## src/rtl/ctrl_pkg.sv

```systemverilog
// Shared decode definitions: opcode map, ALU op encodings, immediate formats,
// stage FSM states and the packed control bundle carried from decode to EX.
package ctrl_pkg;

    localparam logic [4:0] OPC_LOAD     = 5'b00000;
    localparam logic [4:0] OPC_MISC_MEM = 5'b00011;
    localparam logic [4:0] OPC_OP_IMM   = 5'b00100;
    localparam logic [4:0] OPC_AUIPC    = 5'b00101;
    localparam logic [4:0] OPC_STORE    = 5'b01000;
    localparam logic [4:0] OPC_OP       = 5'b01100;
    localparam logic [4:0] OPC_LUI      = 5'b01101;
    localparam logic [4:0] OPC_BRANCH   = 5'b11000;
    localparam logic [4:0] OPC_JALR     = 5'b11001;
    localparam logic [4:0] OPC_JAL      = 5'b11011;

    localparam logic [3:0] ALU_ADD    = 4'b0000;
    localparam logic [3:0] ALU_SUB    = 4'b1000;
    localparam logic [3:0] ALU_PASS_B = 4'b1010;

    localparam logic [6:0] F7_BASE = 7'b0000000;
    localparam logic [6:0] F7_ALT  = 7'b0100000;
    localparam logic [6:0] F7_MEXT = 7'b0000001;

    typedef enum logic [2:0] {IMM_I, IMM_S, IMM_B, IMM_U, IMM_J, IMM_NONE} imm_type_e;

    typedef enum logic [1:0] {
        ST_RUN      = 2'd0,
        ST_MDU_WAIT = 2'd1,
        ST_TRAP     = 2'd2
    } state_e;

    typedef struct packed {
        logic [4:0] rd;
        logic [4:0] rs1;
        logic [4:0] rs2;
        logic [2:0] funct3;
        logic [3:0] alu_op;
        logic       alu_b_imm;
        logic       reg_write;
        logic       mem_read;
        logic       mem_write;
        logic       branch;
        logic       jal;
        logic       jalr;
        logic       wb_pc;
        logic       mdu;
        logic       illegal;
    } ctrl_bundle_t;

    localparam int CTRL_W = $bits(ctrl_bundle_t);

    function automatic logic [31:0] imm_gen(input logic [31:0] instr, input imm_type_e t);
        logic [31:0] imm;
        case (t)
            IMM_I:   imm = {{20{instr[31]}}, instr[31:20]};
            IMM_S:   imm = {{20{instr[31]}}, instr[31:25], instr[11:7]};
            IMM_B:   imm = {{19{instr[31]}}, instr[31], instr[7], instr[30:25], instr[11:8], 1'b0};
            IMM_U:   imm = {instr[31:12], 12'd0};
            IMM_J:   imm = {{11{instr[31]}}, instr[31], instr[19:12], instr[20], instr[30:21], 1'b0};
            default: imm = 32'd0;
        endcase
        return imm;
    endfunction

endpackage

```

## src/rtl/ctrl_decode_comb.sv

```systemverilog
// Combinational RV32I(+M) decoder: raw instruction to control bundle and
// sign-extended immediate. Unused register fields and funct3 are forced to 0.
module ctrl_decode_comb import ctrl_pkg::*; #(
    parameter int XLEN    = 32,
    parameter bit EN_MEXT = 1'b1
) (
    input  logic [31:0]       instr,
    output logic [XLEN-1:0]   imm,
    output logic [CTRL_W-1:0] ctrl
);

    logic [4:0]   opc;
    logic [2:0]   f3;
    logic [6:0]   f7;
    ctrl_bundle_t c;
    imm_type_e    itype;
    logic         use_rd, use_rs1, use_rs2, use_f3, wr, illegal;

    assign opc = instr[6:2];
    assign f3  = instr[14:12];
    assign f7  = instr[31:25];

    always_comb begin
        c       = '0;
        itype   = IMM_NONE;
        use_rd  = 1'b0;
        use_rs1 = 1'b0;
        use_rs2 = 1'b0;
        use_f3  = 1'b0;
        wr      = 1'b0;
        illegal = 1'b0;
        if (instr[1:0] != 2'b11) begin
            illegal = 1'b1;
        end else begin
            case (opc)
                OPC_OP_IMM: begin
                    itype = IMM_I; use_rd = 1'b1; use_rs1 = 1'b1; use_f3 = 1'b1; wr = 1'b1;
                    c.alu_b_imm = 1'b1;
                    c.alu_op    = {1'b0, f3};
                    if (f3 == 3'b001 && f7 != F7_BASE) illegal = 1'b1;
                    if (f3 == 3'b101) begin
                        c.alu_op[3] = f7[5];
                        if (f7 != F7_BASE && f7 != F7_ALT) illegal = 1'b1;
                    end
                end
                OPC_OP: begin
                    use_rd = 1'b1; use_rs1 = 1'b1; use_rs2 = 1'b1; use_f3 = 1'b1; wr = 1'b1;
                    c.alu_op = {f7[5], f3};
                    if (EN_MEXT && f7 == F7_MEXT) c.mdu = 1'b1;
                    else if (f7 != F7_BASE && f7 != F7_ALT) illegal = 1'b1;
                end
                OPC_LUI: begin
                    itype = IMM_U; use_rd = 1'b1; wr = 1'b1;
                    c.alu_b_imm = 1'b1;
                    c.alu_op    = ALU_PASS_B;
                end
                OPC_AUIPC: begin
                    itype = IMM_U; use_rd = 1'b1; wr = 1'b1;
                    c.alu_b_imm = 1'b1;
                    c.alu_op    = ALU_ADD;
                end
                OPC_JAL: begin
                    itype = IMM_J; use_rd = 1'b1; wr = 1'b1;
                    c.alu_b_imm = 1'b1; c.branch = 1'b1; c.jal = 1'b1; c.wb_pc = 1'b1;
                end
                OPC_JALR: begin
                    itype = IMM_I; use_rd = 1'b1; use_rs1 = 1'b1; use_f3 = 1'b1; wr = 1'b1;
                    c.alu_b_imm = 1'b1; c.branch = 1'b1; c.jalr = 1'b1; c.wb_pc = 1'b1;
                end
                OPC_BRANCH: begin
                    itype = IMM_B; use_rs1 = 1'b1; use_rs2 = 1'b1; use_f3 = 1'b1;
                    c.branch = 1'b1;
                    c.alu_op = ALU_SUB;
                end
                OPC_LOAD: begin
                    itype = IMM_I; use_rd = 1'b1; use_rs1 = 1'b1; use_f3 = 1'b1; wr = 1'b1;
                    c.alu_b_imm = 1'b1; c.mem_read = 1'b1;
                end
                OPC_STORE: begin
                    itype = IMM_S; use_rs1 = 1'b1; use_rs2 = 1'b1; use_f3 = 1'b1;
                    c.alu_b_imm = 1'b1; c.mem_write = 1'b1;
                end
                // FENCE has no architectural effect here: an all-zero NOP bundle.
                OPC_MISC_MEM: ;
                default: illegal = 1'b1;
            endcase
        end
        c.rd        = use_rd  ? instr[11:7]  : 5'd0;
        c.rs1       = use_rs1 ? instr[19:15] : 5'd0;
        c.rs2       = use_rs2 ? instr[24:20] : 5'd0;
        c.funct3    = use_f3  ? f3           : 3'd0;
        c.reg_write = wr && (c.rd != 5'd0);
        if (illegal) begin
            c         = '0;
            c.illegal = 1'b1;
            itype     = IMM_NONE;
        end
    end

    assign ctrl = c;
    assign imm  = XLEN'($signed(imm_gen(instr, itype)));

endmodule

```

## src/rtl/decode_ctrl_stage.sv

```systemverilog
// Decode stage: registers the decoded bundle toward EX with load-use stall,
// M-op issue hold, illegal-instruction trap and EX flush.
module decode_ctrl_stage import ctrl_pkg::*; #(
    parameter int XLEN         = 32,
    parameter bit EN_MEXT      = 1'b1,
    parameter bit ILLEGAL_TRAP = 1'b1
) (
    input  logic            clk,
    input  logic            rst,
    input  logic            flush,
    input  logic            mdu_done,
    input  logic            in_valid,
    output logic            in_ready,
    input  logic [31:0]     in_instr,
    input  logic [XLEN-1:0] in_pc,
    output logic            out_valid,
    input  logic            out_ready,
    output logic [XLEN-1:0] out_pc,
    output logic [XLEN-1:0] out_imm,
    output logic [4:0]      out_rd,
    output logic [4:0]      out_rs1,
    output logic [4:0]      out_rs2,
    output logic [2:0]      out_funct3,
    output logic [3:0]      out_alu_op,
    output logic            out_alu_b_imm,
    output logic            out_reg_write,
    output logic            out_mem_read,
    output logic            out_mem_write,
    output logic            out_branch,
    output logic            out_jal,
    output logic            out_jalr,
    output logic            out_wb_pc,
    output logic            out_mdu,
    output logic            out_illegal,
    output logic [1:0]      dbg_state
);

    // Handshakes: a transfer happens on a cycle where valid && ready at the
    // rising edge; valid never depends on ready, ready may depend on valid.

    logic [XLEN-1:0]   dec_imm;
    logic [CTRL_W-1:0] dec_ctrl_raw;
    ctrl_bundle_t      dec_ctrl;

    state_e            state_q, state_d;
    logic              out_valid_q, out_valid_d;
    logic [XLEN-1:0]   pc_q, pc_d, imm_q, imm_d;
    ctrl_bundle_t      ctrl_q, ctrl_d;
    logic              lu_hazard, issue_block, load, out_hs;

    ctrl_decode_comb #(.XLEN(XLEN), .EN_MEXT(EN_MEXT)) u_decode (
        .instr (in_instr),
        .imm   (dec_imm),
        .ctrl  (dec_ctrl_raw)
    );

    assign dec_ctrl = ctrl_bundle_t'(dec_ctrl_raw);

    always_comb begin
        // Unused source fields decode to x0, so a plain compare implies "used".
        lu_hazard = out_valid_q && ctrl_q.mem_read && (ctrl_q.rd != 5'd0) &&
                    ((dec_ctrl.rs1 == ctrl_q.rd) || (dec_ctrl.rs2 == ctrl_q.rd));
        // A bundle that changes FSM state on leaving must not be overtaken.
        issue_block = ctrl_q.mdu || (ctrl_q.illegal && ILLEGAL_TRAP);
        in_ready    = !rst && (state_q == ST_RUN) && !flush && !lu_hazard &&
                      (!out_valid_q || (out_ready && !issue_block));
        load        = in_valid && in_ready;
        out_hs      = out_valid_q && out_ready && !flush;

        state_d     = state_q;
        out_valid_d = out_valid_q;
        pc_d        = pc_q;
        imm_d       = imm_q;
        ctrl_d      = ctrl_q;

        if (flush) begin
            out_valid_d = 1'b0;
            state_d     = ST_RUN;
        end else begin
            if (load) begin
                out_valid_d = 1'b1;
                pc_d        = in_pc;
                imm_d       = dec_imm;
                ctrl_d      = dec_ctrl;
            end else if (out_hs) begin
                out_valid_d = 1'b0;
            end
            case (state_q)
                ST_RUN: begin
                    if (out_hs && ctrl_q.mdu)
                        state_d = ST_MDU_WAIT;
                    else if (out_hs && ctrl_q.illegal && ILLEGAL_TRAP)
                        state_d = ST_TRAP;
                end
                ST_MDU_WAIT: if (mdu_done) state_d = ST_RUN;
                default: ;
            endcase
        end
    end

    always_ff @(posedge clk) begin
        if (rst) begin
            state_q     <= ST_RUN;
            out_valid_q <= 1'b0;
            pc_q        <= '0;
            imm_q       <= '0;
            ctrl_q      <= '0;
        end else begin
            state_q     <= state_d;
            out_valid_q <= out_valid_d;
            pc_q        <= pc_d;
            imm_q       <= imm_d;
            ctrl_q      <= ctrl_d;
        end
    end

    assign out_valid     = out_valid_q;
    assign out_pc        = pc_q;
    assign out_imm       = imm_q;
    assign out_rd        = ctrl_q.rd;
    assign out_rs1       = ctrl_q.rs1;
    assign out_rs2       = ctrl_q.rs2;
    assign out_funct3    = ctrl_q.funct3;
    assign out_alu_op    = ctrl_q.alu_op;
    assign out_alu_b_imm = ctrl_q.alu_b_imm;
    assign out_reg_write = ctrl_q.reg_write;
    assign out_mem_read  = ctrl_q.mem_read;
    assign out_mem_write = ctrl_q.mem_write;
    assign out_branch    = ctrl_q.branch;
    assign out_jal       = ctrl_q.jal;
    assign out_jalr      = ctrl_q.jalr;
    assign out_wb_pc     = ctrl_q.wb_pc;
    assign out_mdu       = ctrl_q.mdu;
    assign out_illegal   = ctrl_q.illegal;
    assign dbg_state     = state_q;

endmodule
```

## config.mk

```make
export PLATFORM = sky130hd
export DESIGN_NAME = decode_ctrl_stage
export DESIGN_NICKNAME = d
export VERILOG_FILES = /design/src/rtl/ctrl_pkg.sv /design/src/rtl/ctrl_decode_comb.sv /design/src/rtl/decode_ctrl_stage.sv
export SDC_FILE = /design/constraint.sdc
export NUM_CORES = 1
export LEC_CHECK = 0
export ABC_AREA = 1
export CAP_MARGIN = 20
export CORE_MARGIN = 8
export CORE_UTILIZATION = 40
export CTS_CLUSTER_SIZE = 20
export DETAILED_ROUTE_END_ITERATION = 12
export GPL_ROUTABILITY_DRIVEN = 0
export PLACE_DENSITY_LB_ADDON = 0.12
export SLEW_MARGIN = 25
export SYNTH_ARGS = -nofsm -noshare
export SYNTH_HDL_FRONTEND = slang
export SYNTH_HIERARCHICAL = 1
export SYNTH_SLANG_ARGS = --single-unit
export TNS_END_PERCENT = 100
```

## constraint.sdc

```tcl
create_clock -name clk -period 7.1 [get_ports clk]
set_input_delay 1.42 -clock clk [delete_from_list [all_inputs] [get_ports clk]]
set_output_delay 1.42 -clock clk [all_outputs]
set_load 0.05 [all_outputs]
```

==> flow_summary_export.csv, run 1 <==
group,metric,value,unit
synthesis,synth_compound_gate_area_share,3.69,%
synthesis,ys_top_cells_by_count,"sky130_fd_sc_hd__inv_1, sky130_fd_sc_hd__nand2_1, sky130_fd_sc_hd__nor2_1, sky130_fd_sc_hd__nand4_1, sky130_fd_sc_hd__dfxtp_1",
flow_run,maxCapViolations,0,
power,total_switching_power,0.481,mW
critical_path,reg2reg_setup_slack,3.88,ns
synthesis,largest_family_of_logic_cells_by_synthesized_area,"simple AND/OR/NAND/NOR gates",
synthesis,syn_area_per_cell,5.71,µm²
synthesis,synth-seq-area-share,31.2,%
clock_network,cts_tree,"yes",
finish,finalInstanceArea,8350,µm²
critical_path,cp_slowest_stage_delay,0.85,ns
clock_network,cts.htree.levels,3,
finish,layout.nets,1309,
grt,gr-usage-all-layers,18.7,%
synthesis,asyncSetResetFlopFracSynth,0,%
clock_network,post_cts_resize_count,0,
synthesis,synth_seq_cells,99,
min_path,hold_path_depth,4,
sta,finClkSkew,0.00874,ns
route,number_of_vias_after_detailed_routing,6531,
finish,drive_above_1_share,4.42,%
critical_path,setup.worst_path.end_class,"output port",
sta,hold-worst-slack,0.506,ns
floorplan,fp.dieH,142,µm
synthesis,synthesis.yosys.warnings,6,
synthesis,syn_nets,1181,
power,report.power.total,1.43,mW
route,routed_via_density,4.47,
power,cellInternalPower,0.953,mW
finish,nFillCells,1687,
clock_network,cts-hold-fix-buffers,0,
critical_path,path_common_cell,"sky130_fd_sc_hd__nand2_1",
critical_path,r2r_cells,9,
finish,flow.area_growth_from_synthesis,31.6,%
synthesis,synth.most_common_cell,"sky130_fd_sc_hd__inv_1",
clock_network,cts_inserted_buffers,9,
synthesis,synth_top_cells_by_area,"sky130_fd_sc_hd__dfxtp_1, sky130_fd_sc_hd__inv_1, sky130_fd_sc_hd__nand2_1",
critical_path,r2r_end,"out_pc[15]$_SDFFE_PP0P_",
min_path,worst_hold_startpoint,"out_imm[25]$_SDFFE_PP0P_",
synthesis,ys_dominant_reg_cell,"sky130_fd_sc_hd__dfxtp_1",
placement,dp.final_hpwl,13200,µm
min_path,hold-path-endpoint,"out_imm[25]$_SDFFE_PP0P_",
route,ant_nets,0,
clock_network,clk_pin_slew,0.07,ns
grt,antenna_found_initial,0,
sta,rsz0062_at_grt,"false",
clock_network,cts_sinks,99,
critical_path,path_buf_inv,2,
synthesis,share_of_synthesized_cell_area_in_and_or_nand_and_nor_gates,40.5,%
route,post-route-drc-count,0,
critical_path,regToRegStartpoint,"dbg_state[1]$_SDFFE_PP0P_",
sta,post-route-min-period,6.36,ns
grt,grt_pass1_wl,30500,µm
route,drt_pass1_iterations,5,
placement,count_of_input_and_output_buffers,169,
floorplan,coreArea,15700,µm²
synthesis,cell_type_with_the_highest_aggregate_area_in_the_netlist,"sky130_fd_sc_hd__dfxtp_1",
sta,max_slew_margin,30.0,%
power,p_leak,4.09,nW
critical_path,cp_cell_sequence,"clkdlybuf4s50_1, nor2_4, nand3_1, nand2_1, nor2_2, nand2_4, nand3_2, nor3_1, nand2_1, nand2_1, nor2_1, nand3_1, nand2_1, a21boi_0, clkdlybuf4s50_1",
power,fraction_of_power_consumed_by_sequential_logic,41.8,%
synthesis,mappedNetlistArea,6350,µm²
power,share_comb_of_total_power,25.9,%
sta,worst_margin_pin_slew,1.05,ns
sta,fin_crit_sh,89.5,%
sta,timing_hold_violations_final,0,
grt,grt_overflow,0,
sta,slew_viol_final,0,
placement,place_area,8080,µm²
grt,pin_count_of_the_biggest_net_entering_global_routing,98,
clock_network,clkLatencyLatePin,0.35,ns
critical_path,path_delay_family,"simple AND/OR/NAND/NOR gates",
floorplan,die_area,20200,µm²
power,pwr-share-clk,32.4,%
grt,number_of_global_route_vias_before_repair,6138,
sta,fin_setup_tns,0,ns
power,power_switching_share,33.5,%
critical_path,timing.critical_path.arrival,4.94,ns
critical_path,crit_type,"input port to output port",
clock_network,number_of_buffers_between_clock_root_and_the_deepest_sink,2,
route,avgRoutedWirePerCell,12.9,µm
sta,achievable-frequency,157,MHz
route,drt-total-wl,18800,µm
critical_path,critical_path_required,5.68,ns
critical_path,startpoint_type,"input port",
finish,antenna_cells_inserted,0,
min_path,min_path_type,"register to register",
clock_network,cts_root_buf,"sky130_fd_sc_hd__clkbuf_16",
clock_network,cts_setup_buffers,0,
power,p_per_area,172,nW/µm²
synthesis,synthMuxAreaShare,0,%
synthesis,synth_enable_flop_cells,0,
critical_path,crit_fanout,22,
sta,setup_viol,0,
floorplan,initial_core_util,40.4,%
power,vdd_ir_drop_max,0.000100,V
floorplan,placement_rows,46,
critical_path,timing.critical_path.slowest_stage_cell,"sky130_fd_sc_hd__clkdlybuf4s50_1",
run_status,run_status,"finished clean",
synthesis,synthesized_instance_count,1111,
floorplan,chipWidth,142,µm
synthesis,yosys.area_share.adder,0,%
synthesis,synth.distinct_cells,38,
synthesis,top_cell_type_s_share_of_synthesized_area,31.2,%
route,drt-initial-drc-count,462,
floorplan,ioPinCount,170,
synthesis,synthXorXnorAreaFrac,0.276,%
per-layer routing:
metal,global-route usage (%),vias up,share of wire [%]
met5,0,-,0
met4,5.26,0,1.0
met3,3.39,13,5.8
met2,30.5,157,46
met1,24.8,2851,47
li1,-,3510,-
area by class of cell:
type | instances | area (µm²) | area share [%]
Multi-Input combinational cell | 618 | 2840 | 34.0
Clock buffer | 9 | 225 | 2.70
Tap cell | 216 | 270 | 3.24
Inverter | 337 | 1260 | 15.1
Clock inverter | 7 | 45.0 | 0.539
Timing Repair Buffer | 174 | 1730 | 20.7
Sequential cell | 99 | 1980 | 23.7
layout by cell type, fill, tap and decap left out, types with 3 or more instances in the layout:
| master | count |
|---|---|
| sky130_fd_sc_hd__a21oi_1 | 12 |
| sky130_fd_sc_hd__buf_4 | 6 |
| sky130_fd_sc_hd__clkbuf_16 | 9 |
| sky130_fd_sc_hd__clkdlybuf4s50_1 | 168 |
| sky130_fd_sc_hd__clkinv_2 | 4 |
| sky130_fd_sc_hd__dfxtp_1 | 99 |
| sky130_fd_sc_hd__inv_1 | 329 |
| sky130_fd_sc_hd__inv_2 | 8 |
| sky130_fd_sc_hd__nand2_1 | 269 |
| sky130_fd_sc_hd__nand2_2 | 3 |
| sky130_fd_sc_hd__nand3_1 | 11 |
| sky130_fd_sc_hd__nand3_2 | 4 |
| sky130_fd_sc_hd__nand4_1 | 100 |
| sky130_fd_sc_hd__nor2_1 | 152 |
| sky130_fd_sc_hd__nor2_2 | 7 |
| sky130_fd_sc_hd__nor3_1 | 18 |
| sky130_fd_sc_hd__o21ai_0 | 7 |
| sky130_fd_sc_hd__o21ai_1 | 9 |
registers in the layout, summed over array words and instances (netlist names), 2 cells and up:
signal	cells
out_funct3	3
out_alu_op	4
out_rs2	5
out_rd	5
out_imm	32
out_pc	32
out_rs1	5
dbg_state	2
cells by family (layout without fill, tap and decap cells):
logic type	Yosys count	after routing
AOI/OAI and AO/OA	40	40
xor gates and xnor gates	2	2
buffers and inverters	394	527
DFF	99	99
and+or+nand+nor	576	576
metrics by stage:
stage	setup slack (ns)	util [%]	std cells
after floorplan	1.67	-	1111
after global placement	0.843	51.4	1444
after detailed placement	0.782	51.4	1444
after CTS	0.779	53.2	1460
after global routing	0.503	53.2	1460
final	0.744	53.2	1460
power groups by stage:
stage	combinational (mW)	clock (mW)	sequential, mW
after detailed placement	0.372	0	0.612
after CTS	0.374	0.478	0.599
after floorplan	0.144	0	0.708
after global placement	0.372	0	0.611
final	0.371	0.464	0.599
after global routing	0.407	0.495	0.602
worst register-to-register path, stage by stage, from the launching register on:
cell and delay [ns]:
sky130_fd_sc_hd__dfxtp_1 0.34, sky130_fd_sc_hd__nor2_1 0.11, sky130_fd_sc_hd__inv_1 0.08, sky130_fd_sc_hd__nor3_4 0.19, sky130_fd_sc_hd__buf_4 0.82, sky130_fd_sc_hd__nand3_4 0.87, sky130_fd_sc_hd__buf_4 0.53, sky130_fd_sc_hd__nand2_1 0.10
sky130_fd_sc_hd__inv_1 0.04, sky130_fd_sc_hd__nor2_1 0.09
how the worst max path moves through the flow:
stage                           start  endpoint  slack [ns]  cells after the start
after CTS                 in_instr[3]  in_ready        0.78                     15
after global routing      in_instr[3]  in_ready        0.50                     15
after detailed placement  in_instr[3]  in_ready        0.78                     15
after global placement    in_instr[3]  in_ready        0.84                     15
after floorplan           in_instr[3]  in_ready        1.67                     15
final                     in_instr[3]  in_ready        0.74                     15
(Power assumes the default switching activity.)
==> inputs of run 2 (changes only) <==
--- a/config.mk
+++ b/config.mk
@@ -7,7 +7,6 @@
 export LEC_CHECK = 0
 export ABC_AREA = 1
 export CAP_MARGIN = 20
-export CORE_MARGIN = 8
 export CORE_UTILIZATION = 40
 export CTS_CLUSTER_SIZE = 20
 export DETAILED_ROUTE_END_ITERATION = 12
==> run 2 against run 1 <==
Final cell count shrank 0.27%; largest power group unchanged; clock skew is 0.00076 ns lower; register-to-register slack gained 0.82 ns; global-route usage is 3.3 points higher; first-iteration DRC count is 3.0% lower; routed wire length is 7.1% lower; critical endpoint unchanged; utilization increased by 2.0 points; via count about the same; cell area is 1.1% higher; highest routed layer unchanged; sequential cell count unchanged; total power increased by 6.2%.
==> flow_summary_export.csv, run 2 (same netlist as run 1, synthesis figures left out) <==
group,metric,value,unit
sta,slew_viol_final,0,
finish,most_used_cells_in_the_layout_excluding_fill_and_tap_cells,"sky130_fd_sc_hd__inv_1, sky130_fd_sc_hd__nand2_1, sky130_fd_sc_hd__clkdlybuf4s50_1",
sta,timing_hold_violations_final,0,
grt,number_of_global_route_vias_before_repair,5848,
route,number_of_vias_after_detailed_routing,6530,
min_path,min_path_type,"register to register",
floorplan,initial_core_util,41.4,%
finish,final-instance-count-excl-fill,1456,
critical_path,setup.worst_path.end_class,"output port",
sta,fin_setup_tns,0,ns
critical_path,timing.critical_path.arrival,5.00,ns
floorplan,die_area,16400,µm²
critical_path,crit_type,"input port to output port",
placement,dp_cells,1439,
sta,final_critical_path_setup_slack,0.678,ns
grt,gr-usage-all-layers,22.0,%
clock_network,post_cts_resize_count,0,
clock_network,cts_setup_buffers,0,
power,total_switching_power,0.476,mW
route,drt_pass1_iterations,5,
placement,count_of_input_and_output_buffers,169,
power,p_per_area,180,nW/µm²
sta,worst_margin_pin_slew,0.793,ns
sta,rsz0062_at_grt,"false",
route,routed_via_density,4.48,
route,drt-total-wl,17500,µm
clock_network,clk_pin_slew,0.07,ns
finish,nFillCells,1608,
route,drt-initial-drc-count,448,
finish,antenna_cells_inserted,0,
placement,dp.final_hpwl,12100,µm
clock_network,cts.htree.levels,3,
finish,flow.area_growth_from_synthesis,33.1,%
clock_network,cts_sinks,99,
floorplan,chipWidth,128,µm
critical_path,startpoint_type,"input port",
finish,layout.nets,1310,
floorplan,fp.dieH,128,µm
critical_path,reg2reg_setup_slack,4.70,ns
power,power_switching_share,31.2,%
run_status,run_status,"finished clean",
sta,finClkSkew,0.00798,ns
sta,max_slew_margin,47.1,%
clock_network,number_of_buffers_between_clock_root_and_the_deepest_sink,2,
grt,antenna_found_initial,0,
grt,pin_count_of_the_biggest_net_entering_global_routing,98,
clock_network,cts_root_buf,"sky130_fd_sc_hd__clkbuf_16",
finish,drive_above_1_share,4.50,%
power,report.power.total,1.52,mW
critical_path,critical_path_required,5.68,ns
floorplan,coreArea,15300,µm²
critical_path,crit_fanout,22,
power,pwr-share-clk,36.3,%
power,share_comb_of_total_power,24.3,%
grt,grt_overflow,0,
flow_run,maxCapViolations,0,
clock_network,cts-hold-fix-buffers,0,
grt,grt_pass1_wl,29100,µm
placement,post_placement_setup_slack,0.738,ns
route,ant_nets,0,
power,fraction_of_power_consumed_by_sequential_logic,39.3,%
sta,achievable-frequency,156,MHz
route,avgRoutedWirePerCell,12.0,µm
sta,post-route-min-period,6.42,ns
clock_network,clkLatencyLatePin,0.35,ns
power,vdd_ir_drop_max,0.000106,V
sta,setup_viol,0,
sta,hold-worst-slack,0.502,ns
sta,fin_crit_sh,90.4,%
floorplan,placement_rows,45,
clock_network,cts_tree,"yes",
finish,final_common_cell,"sky130_fd_sc_hd__inv_1",
clock_network,cts_inserted_buffers,9,
power,p_leak,4.12,nW
route,post-route-drc-count,0,
power,cellInternalPower,1.05,mW
floorplan,ioPinCount,170,
## run 2: final cells by class
cell class	instances	area [µm²]	share of cell area [%]
Clock inverter	5	83.8	0.993
Inverter	337	1260	15.0
Clock buffer	11	253	2.99
Tap cell	211	264	3.13
Sequential cell	99	1980	23.5
Timing Repair Buffer	175	1760	20.8
Multi-Input combinational cell	618	2840	33.6
## run 2: per-layer routing
metal | GRT usage [%] | vias up | wire length [µm]
met3 | 3.21 | 15 | 917
li1 | - | 3512 | -
met2 | 33.8 | 178 | 7640
met4 | 7.06 | 0 | 253
met1 | 31.3 | 2825 | 8660
met5 | 0 | - | 0
## run 2: final timing paths
kind,startpoint,to,cells after the start
setup / recovery,in_instr[3],in_ready,15
hold / removal,dbg_state[0]$_SDFFE_PP0P_,dbg_state[0]$_SDFFE_PP0P_,2
setup reg to reg,out_rd[3]$_SDFFE_PP0P_,out_funct3[2]$_SDFFE_PP0P_,12
hold reg to reg,dbg_state[0]$_SDFFE_PP0P_,dbg_state[0]$_SDFFE_PP0P_,2
## run 2: worst max-delay path: stages
cell	delay, ns
sky130_fd_sc_hd__clkdlybuf4s50_1	0.55
sky130_fd_sc_hd__nor2_4	0.28
sky130_fd_sc_hd__nand3_2	0.14
sky130_fd_sc_hd__nand2_1	0.14
sky130_fd_sc_hd__nor2_2	0.07
sky130_fd_sc_hd__nand2_4	0.10
sky130_fd_sc_hd__nand3_2	0.38
sky130_fd_sc_hd__nor3_1	0.42
sky130_fd_sc_hd__nor2_1	0.09
sky130_fd_sc_hd__nor2_1	0.11
sky130_fd_sc_hd__nor2_1	0.04
sky130_fd_sc_hd__nand3_1	0.06
sky130_fd_sc_hd__nand2_1	0.14
sky130_fd_sc_hd__a21boi_0	0.19
sky130_fd_sc_hd__clkdlybuf4s50_1	0.85
## run 2: power groups by stage
stage	clock (mW)	combinational, mW	sequential, mW
floorplan	0	0.144	0.708
detailed placement	0	0.368	0.612
finish	0.553	0.371	0.599
CTS	0.568	0.370	0.599
global placement	0	0.368	0.611
global route	0.592	0.405	0.602
## run 2: metrics by stage
step,instance area (µm²),util [%]
2_1_floorplan,6350,-
3_3_place_gp,8080,52.7
3_5_place_dp,8080,52.7
4_1_cts,8410,54.9
5_1_grt,8440,55.1
6_report,8440,55.1
==> inputs of run 3 (changes only) <==
--- a/config.mk
+++ b/config.mk
@@ -11,7 +11,7 @@
 export CTS_CLUSTER_SIZE = 20
 export DETAILED_ROUTE_END_ITERATION = 12
 export GPL_ROUTABILITY_DRIVEN = 0
-export PLACE_DENSITY_LB_ADDON = 0.12
+export PLACE_DENSITY = 0.69
 export SLEW_MARGIN = 25
 export SYNTH_ARGS = -nofsm -noshare
 export SYNTH_HDL_FRONTEND = slang
==> run 3 against run 2 <==
Total power decreased by 2.8%; clock power decreased by 8.0%; sequential share of layout area up 0.13 points; clock skew is 0.00083 ns lower; critical path type unchanged; largest power group unchanged.
==> flow_summary_export.csv, run 3 (same netlist as run 1, synthesis figures left out) <==
group,metric,value,unit
run_status,run_status,"finished clean",
placement,dp_cells,1440,
critical_path,setup.worst_path.end_class,"output port",
finish,final_common_cell,"sky130_fd_sc_hd__inv_1",
route,drt_pass1_iterations,5,
sta,fin_crit_sh,88.6,%
critical_path,cp_cell_sequence,"clkdlybuf4s50_1, nor2_4, nand3_2, nand2_1, nor2_2, nand2_4, nand3_2, nor3_1, nor2_1, nor2_1, nor2_1, nand3_1, nand2_1, a21boi_0, clkdlybuf4s50_1",
power,power_switching_share,32.8,%
power,fraction_of_power_consumed_by_sequential_logic,40.5,%
route,routed_via_density,4.53,
critical_path,r2r_cells,10,
route,drt-total-wl,17900,µm
min_path,min_path_type,"register to register",
power,pwr-share-clk,34.4,%
critical_path,r2r_end,"out_rd[2]$_SDFFE_PP0P_",
sta,max_slew_margin,32.2,%
critical_path,timing.critical_path.slowest_stage_cell,"sky130_fd_sc_hd__clkdlybuf4s50_1",
power,p_per_area,176,nW/µm²
critical_path,startpoint_type,"input port",
finish,most_used_cells_in_the_layout_excluding_fill_and_tap_cells,"sky130_fd_sc_hd__inv_1, sky130_fd_sc_hd__nand2_1, sky130_fd_sc_hd__clkdlybuf4s50_1",
floorplan,ioPinCount,170,
floorplan,die_area,16400,µm²
critical_path,regToRegStartpoint,"out_rd[1]$_SDFFE_PP0P_",
critical_path,critical_path_required,5.68,ns
sta,hold-worst-slack,0.505,ns
sta,setup_viol,0,
sta,timing_hold_violations_final,0,
route,number_of_vias_after_detailed_routing,6601,
grt,pin_count_of_the_biggest_net_entering_global_routing,97,
power,vdd_ir_drop_max,0.000141,V
placement,count_of_input_and_output_buffers,169,
route,avgRoutedWirePerCell,12.3,µm
placement,dp.final_hpwl,12300,µm
power,cellInternalPower,0.995,mW
grt,global_routing_usage_on_met2,33.7,%
route,ant_nets,0,
grt,gr-usage-all-layers,22.3,%
clock_network,number_of_buffers_between_clock_root_and_the_deepest_sink,2,
finish,finalInstanceArea,8400,µm²
sta,achievable-frequency,159,MHz
clock_network,clkLatencyLatePin,0.35,ns
sta,slew_viol_final,0,
finish,flow.area_growth_from_synthesis,32.3,%
sta,final_critical_path_setup_slack,0.811,ns
power,report.power.total,1.48,mW
power,p_leak,4.11,nW
sta,fin_setup_tns,0,ns
grt,number_of_global_route_vias_before_repair,5812,
sta,rsz0062_at_grt,"false",
clock_network,cts_root_buf,"sky130_fd_sc_hd__clkbuf_16",
grt,grtUsageMet3,3.80,%
floorplan,chipWidth,128,µm
grt,use_met1,31.3,%
clock_network,cts_inserted_buffers,9,
finish,final-instance-count-excl-fill,1456,
critical_path,reg2reg_setup_slack,4.59,ns
sta,finClkSkew,0.00715,ns
flow_run,maxCapViolations,0,
critical_path,crit_type,"input port to output port",
finish,antenna_cells_inserted,0,
grt,antenna_found_initial,0,
critical_path,critical_path.startpoint,"in_instr[3]",
critical_path,cp_slowest_stage_delay,0.86,ns
placement,post_placement_setup_slack,0.818,ns
sta,post-route-min-period,6.29,ns
critical_path,crit_fanout,22,
clock_network,post_cts_resize_count,0,
floorplan,coreArea,15300,µm²
route,drt-initial-drc-count,521,
critical_path,path_common_cell,"sky130_fd_sc_hd__nor2_1",
finish,layout.nets,1310,
grt,grt_overflow,0,
clock_network,cts_setup_buffers,0,
floorplan,initial_core_util,41.4,%
grt,global_route.peak_usage_layer,"met2",
power,share_comb_of_total_power,25.1,%
placement,place_area,8100,µm²
finish,drive_above_1_share,4.42,%
clock_network,clk_pin_slew,0.07,ns
clock_network,cts-hold-fix-buffers,0,
clock_network,cts_tree,"yes",
critical_path,timing.critical_path.arrival,4.87,ns
route,post-route-drc-count,0,
floorplan,fp.dieH,128,µm
finish,nFillCells,1609,
critical_path,cp-endpoint,"in_ready",
clock_network,cts.htree.levels,3,
floorplan,placement_rows,45,
finish,finalCoreUtilization,54.8,%
power,total_switching_power,0.485,mW
sta,worst_margin_pin_slew,1.02,ns
clock_network,cts_sinks,99,
grt,grt_pass1_wl,28900,µm
## run 3: cell types whose count changed in the layout (fill, tap and decap cells not counted), sizes merged
cell	before	now
bufinv	2	1
clkinvlp	2	1
clkinv	0	2
inv	338	339
clkbuf	11	10
## run 3: layout make-up
class | count | area (µm²) | share of cell area (%)
Clock buffer | 10 | 229 | 2.73
Timing Repair Buffer | 175 | 1750 | 20.8
Sequential cell | 99 | 1980 | 23.6
Clock inverter | 6 | 72.6 | 0.864
Multi-Input combinational cell | 618 | 2840 | 33.8
Tap cell | 211 | 264 | 3.14
Inverter | 337 | 1260 | 15.1
## run 3: routing by layer
| layer | part of all wire [%] | up-vias |
|---|---|---|
| met5 | 0 | - |
| met4 | 1.8 | 0 |
| met3 | 6.4 | 19 |
| met1 | 48 | 2870 |
| li1 | - | 3508 |
| met2 | 44 | 204 |
## run 3: worst min-delay path by stage
stage | startpoint | cells past startpoint | slack (ns) | to
global placement | out_pc[21]$_SDFFE_PP0P_ | 4 | 0.49 | out_pc[21]$_SDFFE_PP0P_
global route | out_pc[20]$_SDFFE_PP0P_ | 4 | 0.54 | out_pc[20]$_SDFFE_PP0P_
finish | out_pc[7]$_SDFFE_PP0P_ | 4 | 0.51 | out_pc[7]$_SDFFE_PP0P_
detailed placement | out_pc[7]$_SDFFE_PP0P_ | 4 | 0.49 | out_pc[7]$_SDFFE_PP0P_
CTS | out_pc[7]$_SDFFE_PP0P_ | 4 | 0.51 | out_pc[7]$_SDFFE_PP0P_
floorplan | out_alu_b_imm$_SDFFE_PP0P_ | 4 | 0.72 | out_alu_b_imm$_SDFFE_PP0P_
## run 3: power by group through the flow
stage          clock [mW]  sequential [mW]  combinational [mW]
6_report            0.509            0.599               0.372
5_1_grt             0.546            0.603               0.406
4_1_cts             0.525            0.599               0.373
3_5_place_dp            0            0.612               0.371
3_3_place_gp            0            0.612               0.370
2_1_floorplan           0            0.708               0.144
## run 3: worst max-delay path: cells and delay by family
kind	cells	cell delay, ns
buffers and inverters	2	1.40
AOI/OAI and AO/OA	1	0.18
and+or+nand+nor	12	1.87
